### src/rtl/logic_operand_loader.sv
// Operand-entry stage for the logical unit: steps op select / X / Y / Z capture
// from switches, one debounced key press per step, then pulses issue.
// Ports: clk, rst (async, active-high), sw_data, key_n, abort in;
//   op_sel, x_out, y_out, z_out, issue, busy, state_out out.
// Optional: define LOADER_DEBOUNCE_EN to add a stable-count key filter.
module logic_operand_loader #(
  parameter int DATA_W          = 4,
  parameter int NOT_W           = 8,
  parameter int SYNC_STAGES     = 2,
  parameter int DEBOUNCE_CYCLES = 16
) (
  input  logic              clk,
  input  logic              rst,
  input  logic [NOT_W-1:0]  sw_data,
  input  logic              key_n,
  input  logic              abort,
  output logic [1:0]        op_sel,
  output logic [DATA_W-1:0] x_out,
  output logic [DATA_W-1:0] y_out,
  output logic [NOT_W-1:0]  z_out,
  output logic              issue,
  output logic              busy,
  output logic [1:0]        state_out
);

  typedef enum logic [1:0] {
    ST_OP   = 2'd0,
    ST_X    = 2'd1,
    ST_Y    = 2'd2,
    ST_DONE = 2'd3
  } state_t;

  logic [SYNC_STAGES-1:0] sync_q, sync_d;
  logic                   hist_q, hist_d;
  logic                   level;
  logic                   press;

  assign sync_d = {sync_q[SYNC_STAGES-2:0], key_n};

  always_ff @(posedge clk or posedge rst) begin
    if (rst) begin
      sync_q <= '1;
      hist_q <= 1'b1;
    end else begin
      sync_q <= sync_d;
      hist_q <= hist_d;
    end
  end

`ifdef LOADER_DEBOUNCE_EN
  localparam int CNT_W = $clog2(DEBOUNCE_CYCLES + 1);
  localparam logic [CNT_W-1:0] CNT_MAX = CNT_W'(DEBOUNCE_CYCLES);

  logic [CNT_W-1:0] cnt_q, cnt_d;
  logic             filt_q, filt_d;

  // Filtered level follows the synchronizer only after it has
  // disagreed for DEBOUNCE_CYCLES consecutive cycles.
  always_comb begin
    cnt_d  = '0;
    filt_d = filt_q;
    if (sync_q[SYNC_STAGES-1] != filt_q) begin
      if (cnt_q + 1'b1 == CNT_MAX) begin
        filt_d = sync_q[SYNC_STAGES-1];
        cnt_d  = '0;
      end else begin
        cnt_d = cnt_q + 1'b1;
      end
    end
  end

  always_ff @(posedge clk or posedge rst) begin
    if (rst) begin
      cnt_q  <= '0;
      filt_q <= 1'b1;
    end else begin
      cnt_q  <= cnt_d;
      filt_q <= filt_d;
    end
  end

  assign level = filt_q;
`else
  logic unused_dbc;
  assign unused_dbc = ^DEBOUNCE_CYCLES;
  assign level      = sync_q[SYNC_STAGES-1];
`endif

  assign hist_d = level;
  assign press  = hist_q & ~level;

  state_t            state_q, state_d;
  logic [1:0]        op_q, op_d;
  logic [DATA_W-1:0] x_q, x_d;
  logic [DATA_W-1:0] y_q, y_d;
  logic [NOT_W-1:0]  z_q, z_d;
  logic              issue_q, issue_d;

  always_comb begin
    state_d = state_q;
    op_d    = op_q;
    x_d     = x_q;
    y_d     = y_q;
    z_d     = z_q;
    issue_d = 1'b0;
    if (abort) begin
      state_d = ST_OP;
      op_d    = '0;
      x_d     = '0;
      y_d     = '0;
      z_d     = '0;
    end else if (press) begin
      unique case (state_q)
        ST_OP: begin
          op_d    = sw_data[1:0];
          state_d = ST_X;
        end
        ST_X: begin
          if (op_q == 2'b11) begin
            z_d     = sw_data;
            issue_d = 1'b1;
            state_d = ST_DONE;
          end else begin
            x_d     = sw_data[DATA_W-1:0];
            state_d = ST_Y;
          end
        end
        ST_Y: begin
          y_d     = sw_data[DATA_W-1:0];
          issue_d = 1'b1;
          state_d = ST_DONE;
        end
        ST_DONE: state_d = ST_OP;
        default: state_d = ST_OP;
      endcase
    end
  end

  always_ff @(posedge clk or posedge rst) begin
    if (rst) begin
      state_q <= ST_OP;
      op_q    <= '0;
      x_q     <= '0;
      y_q     <= '0;
      z_q     <= '0;
      issue_q <= 1'b0;
    end else begin
      state_q <= state_d;
      op_q    <= op_d;
      x_q     <= x_d;
      y_q     <= y_d;
      z_q     <= z_d;
      issue_q <= issue_d;
    end
  end

  assign op_sel    = op_q;
  assign x_out     = x_q;
  assign y_out     = y_q;
  assign z_out     = z_q;
  assign issue     = issue_q;
  assign busy      = (state_q == ST_X) | (state_q == ST_Y);
  assign state_out = state_q;

endmodule

### config.mk
export PLATFORM = sky130hd
export DESIGN_NAME = logic_operand_loader
export DESIGN_NICKNAME = d
export VERILOG_FILES = /design/src/rtl/logic_operand_loader.sv
export SDC_FILE = /design/constraint.sdc
export NUM_CORES = 1
export LEC_CHECK = 0
export CAP_MARGIN = 25
export CORE_AREA = 2 2 44 86
export DETAILED_ROUTE_END_ITERATION = 7
export DIE_AREA = 0 0 46 88
export GPL_ROUTABILITY_DRIVEN = 0
export PLACE_DENSITY_LB_ADDON = 0.25
export SYNTH_ARGS = -nofsm -noshare
export SYNTH_HDL_FRONTEND = slang
export SYNTH_SLANG_ARGS = --single-unit
### constraint.sdc
create_clock -name clk -period 1.3 [get_ports clk]
set_input_delay 0.325 -clock clk [delete_from_list [all_inputs] [get_ports clk]]
set_output_delay 0.325 -clock clk [all_outputs]
set_load 0.02 [all_outputs]
==> run metrics, run 1 <==
R2R Setup Slk -0.06 ns; area growth from synthesis to layout 54.16%; worst-case reg-to-reg path depth 6; area of the multi-input gates 559.3 um^2; vias in the first global route 974; outcome complete, but fails checks; Least-Margin Pin Slew 0.2167 ns; fillers 317; Synth Warn # 0; Fmax achieved 0.7064 GHz; Mapped Nets 115; setup TNS -0.3915 ns; RSZ-0062 raised after global routing yes; failing checks setup timing; crit path max-delay cell type dfrtp_2; Nets 168; CTS H-tree depth 1; synthesized netlist cell count 100; port buffer count 33; Die H 88 um; Power Total 0.001693 W; hold_ws 0.3516 ns; max-slew violations 0; Vias/cell 4.989; Rows 30; IO Count 34; final setup fails 8; register area 606.8 um^2; CTS tree built; Placed Area 1618 um^2; clk_lat worst skew 0.27 ns; source of the worst register-to-register timing path state_out[1]; antenna diode count 0; Hold Path Class in2async; post-synth cell types 22; Pleak 0.7904 nW; DRC Markers 0; syn_area_per_cell 11.27 um^2; Post-Syn Area 1127 um^2; FF-to-FF End z_out[5]; # hold bufs at CTS 0; largest fanout on the critical path 2; CP required 0.98 ns; Final Cycle Share 1.089; initial antenna violation count 0; Non-Filler Instances 184; GRT overflow 0; TritonCTS Buffers 3; Final HPWL DP 1987 um; Die X 46 um; critical path endpoint category output pin; first-pass GRT wire length 4305 um; Crit path arrival time 1.09 ns; CTS clk-pin slew, worst paths 0.09 ns; drt wl/cell 14.62 um; Final min period 1.416 ns; initial detailed-routing violation count 12; worst path cell trace inv_2 -> ha_4 -> buf_6; Setup Skew 0.003129 ns; Core ar. 3378 um^2; setup ws final -0.1156 ns; most frequent cells in the layout nand2b_1 (20), dfrtp_1 (19), clkbuf_2 (14), buf_4 (14), mux2i_1 (13); Power Dens Cells 974.0 nW/um^2; biggest cell delay along the critical path 0.42 ns; Seq/Total Area, Yosys 0.5361; MaxCap Viol Count 0; root buffer cell clkbuf_8; GRT Overall Usage 0.1468; largest net degree at the start of global routing 28; commonest non-fill, non-tap cell in the layout nand2b_1; Clock Sink Count 24; Routed Antenna Nets 0; clk buf depth 2; post-route cell area 1738 um^2; count of final hold-check violations 0; worst vdd ir 0.7127 mV; Initial Util 0.3337; die area 4048 um^2; share of layout cells above drive strength 1 0.4013; Max-Slew Margin vs Limit 0.8561; total vias in the final route 918; flops & latches, synth 24; startpoint type of the worst setup path register; Post-Route WL 2690 um; Post-Place Cells 178; kind of critical path reg2out; detailed-router iteration count before antenna repair 4
## where the power goes
group	switching, W	leakage (nW)	internal (W)	total (W)
Clock	0.000247	0.0357	0.000412	0.000659
Sequential	0.00000979	0.320	0.000765	0.000774
Combinational	0.000121	0.435	0.000139	0.000259
## synthesized netlist by cell type
cell	n	share of area
clkbuf_1	1	0.0033
buf_4	1	0.0067
a21oi_1	6	0.027
a311oi_2	1	0.013
inv_1	4	0.013
ha_1	3	0.033
buf_2	2	0.0089
buf_6	1	0.010
nor2b_4	1	0.012
nand2b_1	20	0.11
dfstp_2	3	0.070
nand4_1	1	0.0056
nand3_1	7	0.031
nand2_1	7	0.023
and4_1	1	0.0078
nor2_1	2	0.0067
and3_1	1	0.0056
dfrtp_1	21	0.47
mux2i_1	13	0.12
nand3b_1	2	0.013
a31oi_1	1	0.0056
and4bb_2	1	0.011
## metrics by stage
stage	utilization	setup WS [ns]
4_1_cts	0.5104	-0.2129
2_1_floorplan	-	0.004243
3_3_place_gp	0.4789	-0.3000
6_report	0.5144	-0.1156
5_1_grt	0.5144	-0.1442
3_5_place_dp	0.4789	-0.3383
## worst max-delay path by stage
| stage | cells past startpoint | startpoint | slack [ns] | end |
|---|---|---|---|---|
| 2_1_floorplan | 5 | state_out[1] | 0.004 | z_out[1] |
| 4_1_cts | 3 | state_out[0] | -0.21 | busy |
| 5_1_grt | 3 | state_out[1] | -0.14 | busy |
| 3_3_place_gp | 3 | state_out[0] | -0.30 | busy |
| 6_report | 3 | state_out[0] | -0.12 | busy |
| 3_5_place_dp | 3 | state_out[0] | -0.34 | busy |
## worst max-delay path: cells and delay by family, from the launching register on
kind / cells / cell delay (ns)
adder cells (fa/ha/maj): 1 / 0.20
buffers and inverters: 2 / 0.21
flip-flops: 1 / 0.42
## metal layers
| layer | part of all wire | track usage | vias to the layer above |
|---|---|---|---|
| met4 | 0.017 | 0.07013 | 0 |
| met3 | 0.042 | 0.02062 | 4 |
| met2 | 0.57 | 0.2576 | 23 |
| met1 | 0.37 | 0.1640 | 452 |
| li1 | - | - | 439 |
| met5 | 0 | 0 | - |
## kinds of logic after synthesis
logic type      Yosys count  synth area share
compound gates            8           0.04551
fa+ha+maj                 3           0.03330
buf+inv                   9           0.04217
flops                    24            0.5361
mux                      13            0.1154
simple gates             43            0.2275
## registers in the layout (all words and copies together) (netlist names)
register / cells
x_out: 4
sync_q: 2
y_out: 4
state_out: 2
issue: 1
op_sel: 2
z_out: 8
hist_q: 1
## repair_timing
item,4_1_cts,5_1_grt
pin swaps,6,7
endpoints found under the setup margin,37,40
resized for setup,58,32
setup buffers,0,2
## layout make-up
type | instances | share of cell area
Clock inverter | 1 | 0.01728
Inverter | 4 | 0.008639
Clock buffer | 3 | 0.02376
Multi-Input combinational cell | 67 | 0.3218
Tap cell | 32 | 0.02304
Sequential cell | 24 | 0.3492
Timing Repair Buffer | 53 | 0.2563
No activity file was read; power rests on OpenSTA's default activity.
==> inputs of run 2 (changes only) <==
Settings changed: HOLD_SLACK_MARGIN from default to 0.12.
==> results of run 2 <==
No change in the layout: final DEF, timing and power equal those of run 1.
==> inputs of run 3 (changes only) <==
Settings changed: CORE_AREA 2 2 44 86 to 2 2 41 80, DIE_AREA 0 0 46 88 to 0 0 43 82.
==> run metrics, run 3 (synthesis gave the netlist of run 1 again) <==
Rows 28 (-6.7%); crit path max-delay cell type dfrtp_2; worst vdd ir 0.7440 mV (+4.4%); Top Layer Used met4; metal3 WL 117 um (+2.6%); port buffer count 33 (unchanged); most frequent cells in the layout nand2b_1 (20), dfrtp_1 (19), clkbuf_2 (16); Die H 82 um (-6.8%); kind of critical path reg2out; total vias in the final route 901 (-1.9%); drt wl/cell 15.35 um (+5.0%); Fmax achieved 0.6963 GHz (-1.4%); share of layout cells above drive strength 1 0.3960 (-0.005343); Final min period 1.436 ns (+0.02055 ns); Max-Slew Margin vs Limit 0.8485 (-0.007648); Post-Place Cells 175 (-1.7%); final core occ 0.5804 (+0.06591); Placed Area 1633 um^2 (+0.93%); metal2 WL 1529 um (-0.52%); GRT overflow 0 (unchanged); critical path endpoint category output pin; biggest cell delay along the critical path 0.41 ns (about the same); die area 3526 um^2 (-13%); MaxCap Viol Count 0 (unchanged); Crit path arrival time 1.11 ns (+0.02 ns); startpoint type of the worst setup path register; Vias/cell 5.034 (+0.89%); Nets 165 (-1.8%); first-pass GRT wire length 4381 um (+1.8%); max reg flops 8 (unchanged); detailed-router iteration count before antenna repair 4 (unchanged); Routed Antenna Nets 0 (unchanged); area growth from synthesis to layout 51.50%; clk buf depth 2 (unchanged); initial detailed-routing violation count 30 (+18); DRC Markers 0 (unchanged); failing checks setup timing; RSZ-0062 raised after global routing yes; worst path cell trace inv_2 -> ha_4 -> buf_6; Setup Skew 0.001675 ns (-0.001454 ns); antenna diode count 0 (unchanged); Critical path buffers and inverters 2 (unchanged); Hold Path Class reg2reg; Final HPWL DP 1955 um (-1.6%); # hold bufs at CTS 0 (unchanged); CTS clk-pin slew, worst paths 0.08 ns (about the same); Die X 43 um (-6.5%); setup TNS -0.9135 ns (-0.5220 ns); GRT Overall Usage 0.1709 (+0.02412); M1 WL 1033 um (+4.1%); root buffer cell clkbuf_8; Non-Filler Instances 179 (-2.7%); Initial Util 0.3831 (+0.04937); post-route cell area 1708 um^2 (-1.7%); outcome complete, but fails checks; clk_lat worst skew 0.27 ns (about the same); initial antenna violation count 0 (unchanged); Least-Margin Pin Slew 0.2282 ns (+0.01152 ns); hold_ws 0.3605 ns (+0.008931 ns); largest fanout on the critical path 3 (+1); Final Cycle Share 1.105 (+0.01581); setup ws final -0.1361 ns (-0.02055 ns); largest net degree at the start of global routing 28 (unchanged); TritonCTS Buffers 3 (unchanged); commonest non-fill, non-tap cell in the layout nand2b_1; CP required 0.98 ns (about the same); vias in the first global route 931 (-4.4%); Core ar. 2943 um^2 (-13%); final setup fails 15 (+7); CTS tree built; max-slew violations 0 (unchanged); count of final hold-check violations 0 (unchanged); Post-Route WL 2748 um (+2.2%); Crit path max-delay family flip-flops; Clock Sink Count 24 (unchanged); Pleak 0.7794 nW (-1.4%); CTS H-tree depth 1 (unchanged); Power Dens Cells 987.4 nW/um^2 (+1.4%); IO Count 34 (unchanged)
run 3: changes by cell type in the layout (fill, tap and decap cells not counted), sizes merged:
cell           previous run  this run
buf                      23        20
clkbuf                   17        19
clkdlybuf4s15             5         3
run 3: worst paths after layout:
kind | end | slack (ns) | cells past startpoint | startpoint
worst max-delay path | busy | -0.14 | 3 | state_out[1]
min in group asynchronous | x_out[1] | 0.38 | 3 | rst
worst min register to register | sync_q[1] | 0.36 | 0 | sync_q[0]
worst min-delay path | sync_q[1] | 0.36 | 0 | sync_q[0]
worst max register to register | z_out[6] | -0.08 | 5 | state_out[1]
max in group asynchronous | sync_q[0] | 0.70 | 3 | rst
run 3: final cells by class:
class | count | area [um^2]
fillers | 260 | 1235
flip-flops and latches | 24 | 606.8
multi-input cells | 67 | 555.5
repair buffers | 50 | 421.7
clock buffers | 3 | 41.29
well taps | 30 | 37.54
clock inverters | 1 | 30.03
inverters | 4 | 15.01
run 3: worst reg2reg max path: cells and delay by family (launching register included):
kind          cells  cell delay, ns
fa+ha+maj         1            0.16
buf+inv           2            0.21
simple gates      1            0.31
flops             1            0.41
mux               1            0.21
run 3: power by group:
part	switching (W)	internal, W
Sequential	0.00000948	0.000765
Combinational	0.000124	0.000139
Clock	0.000237	0.000412
run 3: metrics by stage:
stage / total power (W) / setup slack (ns)
global placement: 0.001011 / -0.3074
CTS: 0.001674 / -0.1853
floorplan: 0.0008904 / 0.004243
detailed placement: 0.001016 / -0.3172
finish: 0.001686 / -0.1361
global route: 0.001768 / -0.1655
run 3: timing repair:
item,in CTS,in global routing
gates resized for setup,61,29
setup buffers,0,1
pin swaps,6,10
endpoints found under the setup margin,37,39
run 3: metal layers:
layer / up-vias / global-route usage
li1: 433 / -
met1: 436 / 0.1837
met2: 26 / 0.3061
met3: 6 / 0.03077
met4: 0 / 0.09697
met5: - / 0
